<file path="config.mk">
export PLATFORM = sky130hd
export DESIGN_NAME = axi4_lite_master
export DESIGN_NICKNAME = d
export VERILOG_FILES = /design/src/rtl/axi4_lite_master.sv
export SDC_FILE = /design/constraint.sdc
export NUM_CORES = 1
export LEC_CHECK = 0
export CORE_MARGIN = 2
export CORE_UTILIZATION = 36
export CTS_CLUSTER_SIZE = 24
export DETAILED_ROUTE_END_ITERATION = 10
export MAX_ROUTING_LAYER = met4
export PLACE_DENSITY_LB_ADDON = 0.1
export SLEW_MARGIN = 20
export SYNTH_ARGS = -nofsm -noshare
export SYNTH_HDL_FRONTEND = slang
export SYNTH_SLANG_ARGS = --single-unit
</file>
<file path="constraint.sdc">
create_clock -name m_axi_aclk_i -period 1.6 [get_ports m_axi_aclk_i]
set_input_delay 0.32 -clock m_axi_aclk_i [delete_from_list [all_inputs] [get_ports m_axi_aclk_i]]
set_output_delay 0.32 -clock m_axi_aclk_i [all_outputs]
set_load 0.005 [all_outputs]
</file>
<file path="src/rtl/axi4_lite_master.sv">
// axi4_lite_master: turns single core requests into AXI4-Lite read or write
// transactions, with at most one transaction in flight at a time.
// Optional feature: define AXI_MASTER_TIMEOUT_EN to abort any transaction
// that stays outside IDLE for TIMEOUT_CYCLES cycles.
//
// Handshake semantics: a transfer happens on a rising edge where valid and
// ready are both high. A valid, once raised, stays high with its payload held
// stable until that edge. The only exception is a timeout abort. Every AXI
// valid and ready is driven straight from a flop.
module axi4_lite_master #(
  parameter int unsigned TIMEOUT_CYCLES = 1024
) (
  input  logic        m_axi_aclk_i,
  input  logic        m_axi_aresetn_i,
  // core request
  input  logic        req_valid_i,
  output logic        req_ready_o,
  input  logic        req_write_i,
  input  logic [31:0] req_addr_i,
  input  logic [31:0] req_wdata_i,
  input  logic [3:0]  req_wstrb_i,
  // core response
  output logic        resp_valid_o,
  output logic [31:0] resp_rdata_o,
  output logic        resp_err_o,
  // AR / R
  output logic [31:0] m_axi_araddr_o,
  output logic        m_axi_arvalid_o,
  input  logic        m_axi_arready_i,
  input  logic [31:0] m_axi_rdata_i,
  input  logic [1:0]  m_axi_rresp_i,
  input  logic        m_axi_rvalid_i,
  output logic        m_axi_rready_o,
  // AW / W / B
  output logic [31:0] m_axi_awaddr_o,
  output logic        m_axi_awvalid_o,
  input  logic        m_axi_awready_i,
  output logic [31:0] m_axi_wdata_o,
  output logic [3:0]  m_axi_wstrb_o,
  output logic        m_axi_wvalid_o,
  input  logic        m_axi_wready_i,
  input  logic [1:0]  m_axi_bresp_i,
  input  logic        m_axi_bvalid_i,
  output logic        m_axi_bready_o,
  // debug: current FSM state
  output logic [2:0]  dbg_state_o
);

  typedef enum logic [2:0] {
    IDLE    = 3'd0,
    WR      = 3'd1,
    WR_RESP = 3'd2,
    RD_ADDR = 3'd3,
    RD_DATA = 3'd4
  } state_t;

  state_t      state_q, state_d;
  logic [31:0] addr_q, addr_d;
  logic [31:0] wdata_q, wdata_d;
  logic [3:0]  wstrb_q, wstrb_d;
  logic        awvalid_q, awvalid_d;
  logic        wvalid_q, wvalid_d;
  logic        bready_q, bready_d;
  logic        arvalid_q, arvalid_d;
  logic        rready_q, rready_d;
  logic        resp_valid_q, resp_valid_d;
  logic [31:0] resp_rdata_q, resp_rdata_d;
  logic        resp_err_q, resp_err_d;
  logic        accept;
  logic        aw_pending, w_pending;

`ifdef AXI_MASTER_TIMEOUT_EN
  localparam int unsigned TW = $clog2(TIMEOUT_CYCLES) + 1;
  logic [TW-1:0] timer_q, timer_d;
  logic          unused_resp_lsb;
  assign unused_resp_lsb = ^{m_axi_bresp_i[0], m_axi_rresp_i[0]};
`else
  logic unused_resp_lsb;
  assign unused_resp_lsb = ^{m_axi_bresp_i[0], m_axi_rresp_i[0], (TIMEOUT_CYCLES == 0)};
`endif

  // The request port is open only in IDLE, and never while reset is asserted.
  assign req_ready_o = (state_q == IDLE) && m_axi_aresetn_i;
  assign accept      = req_valid_i && req_ready_o;

  assign aw_pending  = awvalid_q && !m_axi_awready_i;
  assign w_pending   = wvalid_q && !m_axi_wready_i;

  assign m_axi_araddr_o  = addr_q;
  assign m_axi_arvalid_o = arvalid_q;
  assign m_axi_rready_o  = rready_q;
  assign m_axi_awaddr_o  = addr_q;
  assign m_axi_awvalid_o = awvalid_q;
  assign m_axi_wdata_o   = wdata_q;
  assign m_axi_wstrb_o   = wstrb_q;
  assign m_axi_wvalid_o  = wvalid_q;
  assign m_axi_bready_o  = bready_q;
  assign resp_valid_o    = resp_valid_q;
  assign resp_rdata_o    = resp_rdata_q;
  assign resp_err_o      = resp_err_q;
  assign dbg_state_o     = state_q;

  // Next-state and next-output logic for the transaction FSM.
  always_comb begin
    state_d      = state_q;
    addr_d       = addr_q;
    wdata_d      = wdata_q;
    wstrb_d      = wstrb_q;
    awvalid_d    = awvalid_q;
    wvalid_d     = wvalid_q;
    bready_d     = bready_q;
    arvalid_d    = arvalid_q;
    rready_d     = rready_q;
    resp_valid_d = 1'b0;
    resp_rdata_d = resp_rdata_q;
    resp_err_d   = resp_err_q;
`ifdef AXI_MASTER_TIMEOUT_EN
    timer_d      = timer_q;
`endif

    case (state_q)
      IDLE: begin
        if (accept) begin
          addr_d  = req_addr_i;
          wdata_d = req_wdata_i;
          wstrb_d = req_wstrb_i;
          if (req_write_i) begin
            awvalid_d = 1'b1;
            wvalid_d  = 1'b1;
            state_d   = WR;
          end else begin
            arvalid_d = 1'b1;
            state_d   = RD_ADDR;
          end
        end
      end
      WR: begin
        // AW and W complete independently; B is only opened once both have.
        awvalid_d = aw_pending;
        wvalid_d  = w_pending;
        if (!aw_pending && !w_pending) begin
          bready_d = 1'b1;
          state_d  = WR_RESP;
        end
      end
      WR_RESP: begin
        if (m_axi_bvalid_i) begin
          bready_d     = 1'b0;
          state_d      = IDLE;
          resp_valid_d = 1'b1;
          resp_rdata_d = 32'h0;
          resp_err_d   = m_axi_bresp_i[1];
        end
      end
      RD_ADDR: begin
        if (m_axi_arready_i) begin
          arvalid_d = 1'b0;
          rready_d  = 1'b1;
          state_d   = RD_DATA;
        end
      end
      RD_DATA: begin
        if (m_axi_rvalid_i) begin
          rready_d     = 1'b0;
          state_d      = IDLE;
          resp_valid_d = 1'b1;
          resp_rdata_d = m_axi_rdata_i;
          resp_err_d   = m_axi_rresp_i[1];
        end
      end
      default: begin
        state_d = IDLE;
      end
    endcase

`ifdef AXI_MASTER_TIMEOUT_EN
    // Abort overrides whatever the FSM decided this cycle.
    if (accept) begin
      timer_d = '0;
    end else if (state_q != IDLE) begin
      if (timer_q == TW'(TIMEOUT_CYCLES - 1)) begin
        awvalid_d    = 1'b0;
        wvalid_d     = 1'b0;
        bready_d     = 1'b0;
        arvalid_d    = 1'b0;
        rready_d     = 1'b0;
        state_d      = IDLE;
        resp_valid_d = 1'b1;
        resp_rdata_d = 32'h0;
        resp_err_d   = 1'b1;
        timer_d      = '0;
      end else begin
        timer_d = timer_q + 1'b1;
      end
    end
`endif
  end

  // State and output registers; reset abandons any transaction silently.
  always_ff @(posedge m_axi_aclk_i or negedge m_axi_aresetn_i) begin
    if (!m_axi_aresetn_i) begin
      state_q      <= IDLE;
      addr_q       <= 32'h0;
      wdata_q      <= 32'h0;
      wstrb_q      <= 4'h0;
      awvalid_q    <= 1'b0;
      wvalid_q     <= 1'b0;
      bready_q     <= 1'b0;
      arvalid_q    <= 1'b0;
      rready_q     <= 1'b0;
      resp_valid_q <= 1'b0;
      resp_rdata_q <= 32'h0;
      resp_err_q   <= 1'b0;
`ifdef AXI_MASTER_TIMEOUT_EN
      timer_q      <= '0;
`endif
    end else begin
      state_q      <= state_d;
      addr_q       <= addr_d;
      wdata_q      <= wdata_d;
      wstrb_q      <= wstrb_d;
      awvalid_q    <= awvalid_d;
      wvalid_q     <= wvalid_d;
      bready_q     <= bready_d;
      arvalid_q    <= arvalid_d;
      rready_q     <= rready_d;
      resp_valid_q <= resp_valid_d;
      resp_rdata_q <= resp_rdata_d;
      resp_err_q   <= resp_err_d;
`ifdef AXI_MASTER_TIMEOUT_EN
      timer_q      <= timer_d;
`endif
    end
  end

endmodule
</file>
==> metrics.yaml, run 1 <==
dp_hpwl_um: 8660
io_pins: 256
gr-total-overflow: 0
drtAntennaViolNets: 0
setup_viol_count_final: 69
clk_latency_ns: 0.34
wl_um: 12600
wl_per_cell_um: 15.6
skew_ns: 0.00634
violations: "setup timing"
root_buffer: "clkbuf_16"
die_h_um: 119
synth_area_leaders: "dfrtp_1 (58%), mux2_2 (14%), mux2i_1 (6.9%)"
nFillCells: 1072
tritoncts: "yes"
layout_common_cells: "clkdlybuf4s50_1 (240), dfrtp_1 (110), mux2_2 (61), nand2_1 (35), inv_1 (34)"
yosysTopAreaCell: "dfrtp_1"
vdd_drop_max_mv: 0.684
maxClockFrequency_mhz: 604
synth_xor_area_share_pct: 0
report.final.slew_viol_count: 0
die_area_um2: 14200
start_util_pct: 36.4
tns_ns: -1.91
nNetsFinal: 735
gp_congestion: 0.790
criticalPathCategory: "register to register"
port-buffer-count: 253
relSlewSlack_pct: 49.8
mostFrequentLayoutCell: "clkdlybuf4s50_1"
min_path_type: "input port to asynchronous set/reset pin"
synth_simple_gate_area_share_pct: 5.75
seq_area_frac_synth_pct: 57.7
cp-startpoint: "dbg_state_o[1]"
setup_slack_ns: -0.0563
critical_path_required_ns: 1.83
rsz0062_at_grt: "yes"
synth-adder-area-share_pct: 0
combPwrFrac_pct: 48.1
finalPower_mw: 13.2
p_seq_share_pct: 34.7
grt_pass1_wl_um: 19200
syn_nets: 482
grt_pass1_vias: 3680
worstReg2RegStart: "dbg_state_o[1]"
drive_gt1_share_pct: 20.7
critical_path.max_fanout: 8
drtIter0Drc: 119
end_kind: "register"
cts_hold_buf: 0
p_int_mw: 9.60
cts_sinks: 110
fp.dieW_um: 119
synth_compound_area_share_pct: 2.57
period_share_pct: 104
rows: 42
synth_mux_area_share_pct: 24.2
drv_cap: 0
power.share.clock_pct: 17.2
worst_pin_slew_ns: 0.752
min_period_ns: 1.66
grt_usage_pct: 17.7
drtPass1Iterations: 4
cp.arrival_ns: 1.88
vias_per_cell: 4.50
ys_seq_elements: 110
swShare_pct: 27.2
p_leak_nw: 3.43
power.switching_mw: 3.59
path_clk_slew_ns: 0.07
syn_area_um2: 4770
power_density_nw_per_um2: 1640
antennaDiodeCount: 0
postSynthAreaPerCell_um2: 12.9
syn_inst: 369
status: "complete, but fails checks"
synth_top_family_by_area: "multiplexers"
clockBufferDepth: 2
hold_viol: 0
drc: 0
core_region_area_um2: 13100
ys_warn_count: 0
synth_top_area_share_pct: 57.7
vias: 3612
whs_ns: 0.226
cts_buffers: 9
ys_types: 27
grt_max_degree: 61
antenna_found_initial: 0
syn_to_final_growth_pct: 68.2
htree_levels: 3
critPathLaunchType: "register"
==> cell usage after synthesis (all sizes together) <==
cell and instances:
buf 44, nand2b 6, inv 34, mux2 70
a21oi 4, a31oi 2, mux2i 33, o31ai 1
a41oi 2, o21ai 6, nand3b 2, o32ai 1
nor4b 1, clkbuf 5, nand2 36, nor2 3
o21a 1, dfrtp 110, a211oi 2, and3b 3
nor3b 1, nand3 2
==> worst max-delay path: stages (launching register included) <==
cell and delay [ns]:
dfrtp_1 0.42, nor4b_4 0.27, buf_4 0.16, buf_6 0.11, nand2_8 0.10, clkbuf_16 0.19, mux2_4 0.29
==> final cells by class <==
class	instances	area [um2]	area share, %
multi-input cells	176	1580	19.7
flip-flops and latches	110	2750	34.3
clock inverters	4	45.0	0.562
inverters	34	128	1.59
clock buffers	12	256	3.20
well taps	176	220	2.75
repair buffers	291	3040	37.9
==> path summary, 6_finish.rpt <==
kind / endpoint / cells past startpoint / slack (ns)
worst max-delay path: m_axi_wstrb_o[1] / 6 / -0.06
worst min-delay path: m_axi_awvalid_o / 3 / 0.23
worst max register to register: m_axi_wstrb_o[1] / 6 / -0.06
worst min register to register: m_axi_wdata_o[27] / 1 / 0.51
max in group asynchronous: m_axi_araddr_o[13] / 3 / 0.84
min in group m_axi_aclk_i: m_axi_arvalid_o / 4 / 0.43
==> flip-flops by register name, summed over array words and instances (netlist names), 3 cells and up <==
signal,cells
resp_rdata_o,32
m_axi_wdata_o,32
m_axi_wstrb_o,4
m_axi_araddr_o,32
dbg_state_o,3
==> power by group through the flow <==
stage	registers (mW)	logic, mW	clock network, mW
6_report	4.57	6.35	2.27
5_1_grt	4.72	6.79	2.47
4_1_cts	4.59	6.07	2.35
3_5_place_dp	4.63	5.87	0
3_3_place_gp	4.57	5.85	0
2_1_floorplan	4.67	2.49	0
==> what timing repair did <==
item / in CTS / in global routing
pin swaps: 1 / 3
gates cloned: 1 / 5
gates resized for setup: 16 / 17
setup endpoints to repair: 12 / 113
setup buffers: 7 / 12
==> metrics by stage <==
step           cells  utilization (%)  area, um2  worst slack, ns
5_1_grt          803             61.3       8020           -0.101
3_3_place_gp     766             56.3       7360           -0.108
2_1_floorplan    369                -       4780          -0.0513
4_1_cts          788             59.4       7770           -0.129
3_5_place_dp     766             56.3       7360           -0.161
6_report         803             61.3       8020          -0.0563
==> cells by family (layout without fill, tap and decap cells) <==
| group | count (synthesis) | count (layout) |
|---|---|---|
| flip-flops | 110 | 110 |
| buffers and inverters | 83 | 341 |
| AND/OR/NAND/NOR | 54 | 54 |
| AO/OA/AOI/OAI | 19 | 19 |
| multiplexers | 103 | 103 |
==> per-layer routing <==
metal | vias to the layer above | part of all wire (%) | GRT usage (%)
li1 | 1691 | - | -
met3 | 13 | 7.2 | 4.74
met4 | 0 | 1.6 | 6.47
met2 | 168 | 48 | 28.4
met1 | 1740 | 43 | 21.5
met5 | - | 0 | -
Power figures use the tool's default switching activity.
==> run 2: changes to the inputs <==
Settings changed: ABC_AREA set to 1, CORE_UTILIZATION 36 to 35.
==> metrics.yaml, run 2 <==
period_share_pct: 100
critPathMostFrequentCell: "buf_6"
die_h_um: 120
topRoutingLayerUsed: "met4"
antennaDiodeCount: 0
ys_seq_elements: 110
die_area_um2: 14300
dr_wl_met3_um: 779
nNetsFinal: 908
setup_viol_count_final: 12
setup_slack_ns: -0.00755
worst_pin_slew_ns: 0.582
syn_to_final_growth_pct: 71.1
wl_per_cell_um: 15.5
gr-total-overflow: 0
status: "complete, but fails checks"
relSlewSlack_pct: 61.2
async_flop_share_pct: 100
drtAntennaViolNets: 0
layout_common_cells: "nand2_1 (252), clkdlybuf4s50_1 (222), dfrtp_1 (110), nand3_1 (72), buf_4 (20)"
antenna_found_initial: 0
cts_hold_buf: 0
vias_per_cell: 4.64
syn_nets: 658
path_clk_slew_ns: 0.07
mostFrequentLayoutCell: "nand2_1"
tritoncts: "yes"
crit_path_cell_trace: "buf_6 > nor2_4 > nand2_2 > buf_6 > nor3_4 > buf_6 > inv_8 > buf_6 > nand2_1 > nand2_1"
drtPass1Iterations: 4
maxClockFrequency_mhz: 622
io_pins: 256
cts_buffers: 9
max_stage_delay_ns: 0.40
syn_area_um2: 4670
drtIter0Drc: 244
report.final.slew_viol_count: 0
vdd_drop_max_mv: 0.855
critPathLaunchType: "register"
skew_ns: 0.00567
ys_types: 21
syn_inst: 545
p_leak_nw: 4.14
synth_edf_count: 0
synth_top_area_share_pct: 58.9
fin_util_pct: 60.9
grt_usage_pct: 20.2
ys_warn_count: 0
yosysTopAreaCell: "dfrtp_1"
synth_commonest_cells: "nand2_1 (257), dfrtp_1 (110), nand3_1 (72)"
cts_sinks: 110
end_kind: "register"
dp_slack_ns: -0.106
wirelength_met1_um: 6580
start_util_pct: 35.6
dp_hpwl_um: 9860
tns_ns: -0.0460
cp.arrival_ns: 1.85
root_buffer: "clkbuf_16"
whs_ns: 0.0610
drc: 0
rsz0062_at_grt: "yes"
critical_path.max_fanout: 12
yosys_most_used_dff: "dfrtp_1"
nFillCells: 1145
cpMaxStageDelayCell: "dfrtp_1"
drv_cap: 0
min_period_ns: 1.61
critical_path_required_ns: 1.85
clk_latency_ns: 0.35
seq_area_frac_synth_pct: 58.9
grt_max_degree: 111
postSynthAreaPerCell_um2: 8.58
wl_um: 15100
violations: "setup timing"
met2_length_um: 7370
grt_pass1_wl_um: 22100
gp_congestion: 0.799
finalPower_mw: 14.1
rows: 42
power_density_nw_per_um2: 1760
htree_levels: 3
drive_gt1_share_pct: 9.26
hold_viol: 0
port-buffer-count: 253
min_path_type: "input port to asynchronous set/reset pin"
synth_area_leaders: "dfrtp_1 (59%), nand2_1 (21%), nand3_1 (7.7%)"
clockBufferDepth: 2
criticalPathCategory: "register to register"
vias: 4528
grt_pass1_vias: 4369
core_region_area_um2: 13100
fp.dieW_um: 120
yosysMostFrequentCell: "nand2_1"
==> run 2: cell count changes in the layout (fill, tap and decap cells not counted), moves of 6 or more <==
cell / delta
nand2_1: +217
nand3_1: +70
mux2_2: -61
mux2i_1: -33
clkdlybuf4s50_1: -18
inv_1: -18
dlymetal6s2s_1: +10
mux2_4: -9
dlygate4sd2_1: +7
nand2_2: +6
nand2b_1: -6
==> run 2: what timing repair did <==
item | in CTS | in global routing
gates cloned | 0 | 10
buffers inserted | 8 | 9
endpoints found under the setup margin | 17 | 109
pin swaps | 0 | 7
resized for setup | 16 | 46
==> run 2: per-layer routing <==
metal / track usage (%) / vias to the layer above
li1: - / 2166
met2: 32.5 / 165
met1: 25.1 / 2173
met3: 3.90 / 24
met5: - / -
met4: 8.09 / 0
==> run 2: final timing paths <==
path,start,to,slack [ns],depth (start not counted)
hold reg to reg,m_axi_wdata_o[4],m_axi_wdata_o[4],0.47,2
min in group m_axi_aclk_i,m_axi_aresetn_i,m_axi_wvalid_o,0.45,5
max in group asynchronous,m_axi_aresetn_i,m_axi_wdata_o[1],1.11,2
setup / recovery,dbg_state_o[2],m_axi_araddr_o[7],-0.008,10
setup reg to reg,dbg_state_o[2],m_axi_araddr_o[7],-0.008,10
hold / removal,m_axi_aresetn_i,m_axi_wdata_o[18],0.06,2
==> run 2: per-stage QoR <==
step / cells / area (um2)
finish: 975 / 8000
global route: 975 / 8000
CTS: 957 / 7590
detailed placement: 934 / 7270
global placement: 934 / 7270
floorplan: 545 / 4670
==> run 2: logic make-up (layout without fill, tap and decap cells) <==
kind of cell	count (synthesis)	count (layout)	share of synthesized area [%]
AOI/OAI and AO/OA	12	12	1.45
buffers and inverters	80	334	9.45
DFF	110	110	58.9
and+or+nand+nor	343	343	30.2
==> run 2: power by group <==
part / internal [mW] / switching (mW) / total [mW]
clock network: 1.25 / 0.961 / 2.21
logic: 4.25 / 2.81 / 7.06
registers: 4.01 / 0.776 / 4.79
total: 9.52 / 4.54 / 14.1
==> run 2: critical path, delay by kind of cell, from the launching register on <==
kind                   cells  cell delay [ns]
AND/OR/NAND/NOR            5             0.49
buffers and inverters      5             0.62
flip-flops                 1             0.40
==> run 2: final cells by class <==
type | instances | area (um2) | share of cell area (%)
repair buffers | 298 | 3150 | 39.4
flip-flops and latches | 110 | 2750 | 34.4
multi-input cells | 355 | 1500 | 18.8
clock buffers | 14 | 254 | 3.18
well taps | 176 | 220 | 2.75
inverters | 21 | 91.3 | 1.14
clock inverters | 1 | 30.0 | 0.375
